==> src/rtl/bram_fifo.sv <==
`default_nettype none
// ============================================================================
// Module   : bram_fifo
// Purpose  : Valid/ready stream FIFO over an external dual-port block RAM,
//            with a 3-entry show-ahead output buffer hiding read latency.
// Revision : 1.0 - initial release
// ============================================================================
module bram_fifo #(
  parameter int ABITS = 12,
  parameter int DBITS = 8
) (
  input  logic               clk,
  input  logic               rst,
  input  logic               clr,
  input  logic [DBITS-1:0]   s_data,
  input  logic               s_valid,
  output logic               s_ready,
  output logic [DBITS-1:0]   m_data,
  output logic               m_valid,
  input  logic               m_ready,
  output logic [ABITS+1:0]   level,
  output logic               ram_we,
  output logic [ABITS-1:0]   ram_waddr,
  output logic [DBITS-1:0]   ram_wdata,
  output logic [ABITS-1:0]   ram_raddr,
  input  logic [DBITS-1:0]   ram_rdata
);

  localparam logic [ABITS:0] c_DEPTH   = {1'b1, {ABITS{1'b0}}};
  localparam logic [ABITS:0] c_PTR_ONE = {{ABITS{1'b0}}, 1'b1};

  logic [ABITS:0]   r_wptr;
  logic [ABITS:0]   r_rptr;
  logic             r_inflight;
  logic [1:0]       r_occ;
  logic [DBITS-1:0] r_obuf0;
  logic [DBITS-1:0] r_obuf1;
  logic [DBITS-1:0] r_obuf2;

  logic [ABITS:0]   w_ram_cnt;
  logic             w_full;
  logic             w_empty;
  logic             w_wr;
  logic             w_pop;
  logic             w_issue;
  logic [1:0]       w_occ_nxt;
  logic [1:0]       w_tail;
  logic [DBITS-1:0] w_ob0;
  logic [DBITS-1:0] w_ob1;
  logic [DBITS-1:0] w_ob2;

  assign w_ram_cnt = r_wptr - r_rptr;
  assign w_full    = (w_ram_cnt == c_DEPTH);
  assign w_empty   = (w_ram_cnt == '0);

  // Write side: the RAM port is a direct function of the handshake.
  assign s_ready   = !rst && !clr && !w_full;
  assign w_wr      = s_valid && s_ready;
  assign ram_we    = w_wr;
  assign ram_waddr = r_wptr[ABITS-1:0];
  assign ram_wdata = s_data;

  // Reads are issued from registered state only, so m_ready never reaches
  // the RAM address path; occ+inflight<3 guarantees a free slot on return.
  assign w_issue   = !clr && !w_empty && (({1'b0, r_occ} + {2'b00, r_inflight}) < 3'd3);
  assign ram_raddr = r_rptr[ABITS-1:0];

  assign m_valid   = (r_occ != 2'd0);
  assign m_data    = r_obuf0;
  assign w_pop     = m_valid && m_ready;

  assign w_occ_nxt = r_occ + {1'b0, r_inflight} - {1'b0, w_pop};
  assign w_tail    = r_occ - {1'b0, w_pop};

  assign level = {1'b0, w_ram_cnt}
               + {{(ABITS+1){1'b0}}, r_inflight}
               + {{ABITS{1'b0}}, r_occ};

  always_comb begin
    w_ob0 = r_obuf0;
    w_ob1 = r_obuf1;
    w_ob2 = r_obuf2;
    if (w_pop) begin
      w_ob0 = r_obuf1;
      w_ob1 = r_obuf2;
    end
    if (r_inflight) begin
      case (w_tail)
        2'd0:    w_ob0 = ram_rdata;
        2'd1:    w_ob1 = ram_rdata;
        default: w_ob2 = ram_rdata;
      endcase
    end
  end

  always_ff @(posedge clk or posedge rst) begin
    if (rst) begin
      r_wptr     <= '0;
      r_rptr     <= '0;
      r_inflight <= 1'b0;
      r_occ      <= 2'd0;
    end else if (clr) begin
      r_wptr     <= '0;
      r_rptr     <= '0;
      r_inflight <= 1'b0;
      r_occ      <= 2'd0;
    end else begin
      if (w_wr)
        r_wptr <= r_wptr + c_PTR_ONE;
      if (w_issue)
        r_rptr <= r_rptr + c_PTR_ONE;
      r_inflight <= w_issue;
      r_occ      <= w_occ_nxt;
    end
  end

  // Payload registers carry no reset; occupancy alone decides validity.
  always_ff @(posedge clk) begin
    r_obuf0 <= w_ob0;
    r_obuf1 <= w_ob1;
    r_obuf2 <= w_ob2;
  end

endmodule
`default_nettype wire

==> config.mk <==
export PLATFORM = sky130hd
export DESIGN_NAME = bram_fifo
export DESIGN_NICKNAME = d
export VERILOG_FILES = /design/src/rtl/bram_fifo.sv
export SDC_FILE = /design/constraint.sdc
export NUM_CORES = 1
export LEC_CHECK = 0
export ABC_AREA = 0
export BUFFER_PORTS_ARGS = -buffer_cell sky130_fd_sc_hd__buf_2
export CORE_MARGIN = 5
export CORE_UTILIZATION = 60
export CTS_CLUSTER_DIAMETER = 120
export DETAILED_ROUTE_END_ITERATION = 8
export PLACE_DENSITY = 0.86
export RECOVER_POWER = 100
export REMOVE_ABC_BUFFERS = 1
export SYNTH_ARGS = -nofsm -noshare
export SYNTH_HDL_FRONTEND = slang
export SYNTH_SLANG_ARGS = --single-unit
export TNS_END_PERCENT = 5
==> constraint.sdc <==
create_clock -name clk -period 9.35 [get_ports clk]
set_input_delay 0.4675 -clock clk [delete_from_list [all_inputs] [get_ports clk]]
set_output_delay 0.4675 -clock clk [all_outputs]
set_load 0.05 [all_outputs]
==> results of run 1 <==
metrics by stage:
step	utilization (%)	instances	power (W)	setup WS (ps)	hold slack [ps]
floorplan	-	396	0.001021	5159	493.0
CTS	64.01	543	0.001338	4992	259.4
detailed placement	62.54	535	0.001199	5378	518.5
finish	62.51	543	0.001303	3992	385.8
global route	62.51	543	0.001398	3615	386.2
global placement	62.54	535	0.001175	5534	503.6
cell usage in the layout (no fill, tap or decap), types with 8 or more instances in the layout:
| cell | synthesis | routed |
|---|---|---|
| a21oi_1 | 40 | 40 |
| clkbuf_1 | 7 | 59 |
| dfrtp_1 | 29 | 29 |
| dfxtp_1 | 16 | 16 |
| edfxtp_1 | 8 | 8 |
| ha_1 | 19 | 19 |
| inv_1 | 27 | 27 |
| mux2i_1 | 17 | 17 |
| nand2_1 | 31 | 31 |
| nand3_1 | 21 | 21 |
| nor2_1 | 35 | 35 |
| o21ai_0 | 21 | 21 |
| o31ai_1 | 10 | 10 |
| or4_1 | 12 | 13 |
| xnor2_1 | 16 | 16 |
worst register-to-register path, delay by kind of cell, from the launching register on:
kind	cells	cell delay (ps)
adder cells (fa/ha/maj)	2	650
AO/OA/AOI/OAI	4	1260
AND/OR/NAND/NOR	4	2830
buffers and inverters	1	100
flip-flops	1	440
per-layer routing:
layer | vias to the layer above | share of wire [%] | GRT usage, %
met4 | 0 | 1.6 | 4.839
met2 | 96 | 47 | 33.60
met5 | - | 0 | 0
met1 | 1508 | 45 | 27.50
met3 | 11 | 6.3 | 6.083
li1 | 1602 | - | -
kinds of logic after synthesis:
group	count (synthesis)	share of synthesized area, %
simple gates	147	20.15
buf+inv	75	11.13
compound gates	104	17.30
flops	53	33.25
mux	20	5.272
fa+ha+maj	22	7.697
xor+xnor	23	5.207
how the worst max path moves through the flow:
stage / from / endpoint / slack [ps] / cells after the start
after floorplan: r_wptr[0] / level[11] / 5160 / 11
after global placement: r_wptr[0] / ram_we / 5530 / 11
after detailed placement: r_wptr[0] / ram_we / 5380 / 11
after CTS: r_wptr[0] / ram_we / 4990 / 11
after global routing: r_wptr[0] / r_rptr[0] / 3610 / 11
final: r_wptr[0] / r_rptr[0] / 3990 / 11
power groups by stage:
stage                     Sequential [W]  Combinational [W]  Clock [W]
after detailed placement        0.000334           0.000865          0
after global routing            0.000339           0.000909   0.000150
final                           0.000330           0.000834   0.000139
after floorplan                 0.000409           0.000612          0
after global placement          0.000329           0.000846          0
after CTS                       0.000329           0.000867   0.000141
cells in the mapped netlist, types with 2 or more instances:
master	count
a211oi_1	3
a21boi_0	2
a21o_1	5
a21oi_1	40
a31o_1	2
and3_1	7
buf_1	2
buf_4	35
buf_6	2
clkbuf_1	7
dfrtp_1	29
dfxtp_1	16
edfxtp_1	8
fa_1	3
ha_1	19
inv_1	27
mux2_2	3
mux2i_1	17
nand2_1	31
nand2b_1	2
nand3_1	21
nand4_1	3
nor2_1	35
nor2b_1	7
nor3_1	7
nor4_1	5
o2111ai_1	3
o211ai_1	2
o21a_1	3
o21ai_0	21
o31ai_1	10
or3_1	6
or4_1	12
or4_4	2
or4b_2	2
xnor2_1	16
xor2_1	7
state kept, by name, indices dropped and copies added (netlist names):
register	cells
r_wptr	13
r_obuf1	8
r_rptr	13
r_occ	2
m_data	8
r_obuf2	8
r_inflight	1
final cells by class:
class	instances	area, um2
clock buffers	5	68.82
clock inverters	3	23.77
inverters	27	101.3
flip-flops and latches	53	1286
multi-input cells	316	2133
well taps	77	96.34
repair buffers	62	236.5
fillers	586	2367
==> impl_metrics.toml, run 1 <==
[routing]
drt_iter0_markers = 212
detail_route.wl_per_cell_um = 15.87
vias = 3217
ant_nets = 0
finalWirelength_mm = 8.616
drtPass1Iterations = 4
drc = 0
routed_via_density = 5.924

[clocking]
cts_resized = 0
cts.sinks = 53
tritoncts = "built"
cts_root_buf = "clkbuf_8"
cts_buffers = 5
cts_setup_buffers = 0
cts_buffer_depth = 2
worstSkewPairLatency_ps = 320
path_clk_slew_ps = 110
ctsHoldBuffers = 0
htreeDepth = 2

[critical_path]
reg2reg_slack_ps = 3990
endpoint_kind = "flip-flop"
critPathKind = "flip-flop to flip-flop"
critPathRequiredTime_ps = 9580
critPathLaunchType = "flip-flop"
cp_top_family = "simple AND/OR/NAND/NOR gates"
cp.arrival_ps = 5590
rr_startpoint = "r_wptr[0]"
critPathBufInv = 1
slowest_delay_ps = 2040
rr_endpoint = "r_rptr[0]"
worst-r2r-cell-count = 11
slowest_stage = "nor4_1"
path_cells = "inv_1 > ha_1 > fa_1 > nand2b_1 > a21o_1 > a2111oi_0 > or3b_1 > and3_1 > nor4_1 > o21ai_0 > a21oi_1"
cp_max_fo = 19

[timing]
drv_slew = 50
slew_headroom_pct = -75.53
tightest_slew_ps = 2609
finalClockSkew_ps = 9.382
setup_violations = 0
period_share_pct = 57.30
hold_viol = 0
min_period_ps = 5358
rsz0062_at_grt = "no"
fmax_ghz = 0.1866
setup_tns_ps = 0

[status]
violations = "capacitance limit, slew limit"
status = "finished, violations left"

[logic_synthesis]
synthTopCellsByArea = "dfrtp_1 (19%), dfxtp_1 (8.3%), buf_4 (6.8%), edfxtp_1 (6.2%), ha_1 (6.1%)"
synth_seq_cells = 53
yosysTopAreaCell = "dfrtp_1"
ys_warn_count = 0
synth_edf_count = 8
synth_top_area_share_pct = 18.76
netlist_area_um2 = 3869
syn_avg_cell_area_um2 = 8.713
syn_inst = 444
ys_seq_area_share_pct = 33.25
synthArstFlopShare_pct = 54.72
synth-main-ff-cell = "dfrtp_1"
synthDistinctLibCells = 59

[global_routing]
grt_usage_pct = 20.78
grt_max_degree = 35
grt_pass1_wl_mm = 14.31
antenna_found_initial = 0
grt_overflow = 0
grt_pass1_vias = 3068

[power_and_ir_drop]
p_seq_share_pct = 25.3
power.internal_w = 0.0005726
p_comb_share_pct = 64.0
cellPowerDensity_nw_per_um2 = 330.1
clockPowerShare_pct = 10.6
p_sw_w = 0.0007302
p_leak_nw = 1.639
sw_frac_of_total_pct = 56.05
irDropWorstVdd_mv = 0.3167

[min_path]
min_path_type = "input port to flip-flop"
whs_endpoint = "r_obuf2[2]"
whs_path_depth = 1
worstHoldStart = "ram_rdata[2]"

[floorplanning]
start_util_pct = 61.28
core_area_um2 = 6314
die_w_um = 90.30
dieHeight_um = 90.30
die_area_um2 = 8154
io_pins = 78
num_rows = 29

[placement]
dpl-instance-area_um2 = 3949
place_congestion = 0.9306
place_hpwl_mm = 6.573
io_buffers = 61

[finish]
nets = 508
drive_gt1_share_pct = 4.936
antenna_cells = 0
syn_to_final_growth_pct = 2.005
design_area_um2 = 3946

[run]
cap_violations = 2
(Power assumes the default switching activity.)
==> run 2: changes to the inputs <==
- CORE_UTILIZATION: 60 -> 51
- PLACE_DENSITY: 0.86 -> 0.78
- clock period: 9.35 -> 4.9 ns (I/O delays scaled with it)
==> run 2 against run 1 <==
The flow still finishes with violations (capacitance limit, slew limit). Hold slack lost 220 ps. Final cell count grew 4.1%. Setup slack lost 3400 ps. Flip-flop and latch count is the same. Register-to-register slack lost 3400 ps. Sequential share of layout area shrank 0.27 points. Clock skew grew 2.3 ps. Utilization shrank 8.2 points. Die area grew 16%. Via count grew 1.3%. Sequential power grew 91%.
==> impl_metrics.toml, run 2 (synthesis results as in run 1) <==
[timing]
slew_headroom_pct = -14.00
min_period_ps = 4285
finalClockSkew_ps = 11.67
fmax_ghz = 0.2334
drv_slew = 31
tightest_slew_ps = 1710
rsz0062_at_grt = "no"
period_share_pct = 87.45
setup_tns_ps = 0
hold_viol = 0
setup_violations = 0
fin_ws_ps = 614.9
whs_ps = 161.8

[floorplanning]
die_w_um = 97.10
io_pins = 78
num_rows = 31
dieHeight_um = 97.10
core_area_um2 = 7331
start_util_pct = 52.77
die_area_um2 = 9427

[clocking]
ctsHoldBuffers = 0
cts_buffer_depth = 2
tritoncts = "built"
cts.sinks = 53
cts_buffers = 5
htreeDepth = 2
cts_resized = 0
cts_setup_buffers = 0
worstSkewPairLatency_ps = 320
path_clk_slew_ps = 110
cts_root_buf = "clkbuf_8"

[routing]
ant_nets = 0
detail_route.wl_per_cell_um = 15.31
drtPass1Iterations = 4
drt_iter0_markers = 183
vias = 3259
finalWirelength_mm = 8.648
routed_via_density = 5.768
drc = 0

[status]
violations = "capacitance limit, slew limit"
status = "finished, violations left"

[global_routing]
busiest_layer = "met2"
grt_overflow = 0
grtUsageMet1_pct = 24.17
globalRouteMet2Util_pct = 29.56
grt_max_degree = 35
grt_pass1_vias = 3113
use_met3_pct = 5.240
antenna_found_initial = 0
grt_pass1_wl_mm = 14.52
grt_usage_pct = 18.32

[power_and_ir_drop]
p_leak_nw = 1.638
cellPowerDensity_nw_per_um2 = 623.5
irDropWorstVdd_mv = 0.2503

[finish]
fillCellCount = 734
nets = 508
drive_gt1_share_pct = 5.150
reg_top3 = "r_rptr (13), r_wptr (13)"
fin_util_pct = 54.28
antenna_cells = 0
regArea_um2 = 1286
syn_to_final_growth_pct = 2.846
layout_commonest_cell = "clkbuf_1"
final_cell_mix = "clkbuf_1 (58), a21oi_1 (41), nor2_1 (35), nand2_1 (31), dfrtp_1 (29)"
multiInputGateArea_um2 = 2136

[placement]
io_buffers = 61
dp_slack_ps = 1097
place_hpwl_mm = 6.575
place_congestion = 0.8986

[critical_path]
critPathRequiredTime_ps = 5100
critPathKind = "flip-flop to flip-flop"
cp.arrival_ps = 4490
critPathLaunchType = "flip-flop"
endpoint_kind = "flip-flop"
cp_max_fo = 19

[min_path]
min_path_type = "input port to flip-flop"

[run]
cap_violations = 2
## run 2: cell count changes in the layout (fill, tap and decap cells not counted), sizes merged
cell / before / now
buf: 3 / 4
clkbuf: 64 / 63
inv: 30 / 29
clkinvlp: 0 / 1
## run 2: area by class of cell
class	instances	area share, %
clock buffers	5	1.730
clock inverters	3	0.6289
inverters	27	2.547
multi-input cells	316	53.68
flip-flops and latches	53	32.33
well taps	99	3.113
repair buffers	62	5.975
## run 2: per-layer routing
| layer | vias to the layer above | wire [um] |
|---|---|---|
| met4 | 0 | 150 |
| li1 | 1605 | - |
| met2 | 122 | 4063 |
| met5 | - | 0 |
| met3 | 11 | 620 |
| met1 | 1521 | 3813 |
## run 2: final timing paths
path,depth (start not counted),from,end,slack [ps]
worst max-delay path,11,r_wptr[0],r_rptr[7],610
worst min-delay path,1,ram_rdata[7],r_obuf2[7],160
min in group asynchronous,3,rst,r_wptr[11],520
worst max register to register,11,r_wptr[0],r_rptr[7],610
worst min register to register,2,r_obuf2[5],r_obuf1[5],540
max in group asynchronous,3,rst,r_wptr[3],3390
## run 2: metrics by stage
| stage | area (um2) | cells | total power, W |
|---|---|---|---|
| floorplan | 3540 | 396 | 0.001948 |
| global placement | 3976 | 557 | 0.002248 |
| detailed placement | 3976 | 557 | 0.002285 |
| CTS | 4070 | 565 | 0.002551 |
| global route | 3979 | 565 | 0.002668 |
| finish | 3979 | 565 | 0.002481 |
## run 2: report_power, final
group	internal [W]	switching, W
Clock	0.000105	0.000161
Combinational	0.000430	0.00116
Sequential	0.000559	0.0000697
Total	0.00109	0.00139
## run 2: worst max-delay path: stages (launching register included)
cell	delay, ps
dfrtp_1	430
inv_1	100
ha_1	240
fa_1	400
nand2b_1	200
a21o_1	180
a2111oi_0	320
or3b_1	400
and3_1	210
nor4_2	1210
nor4_1	160
mux2_2	330
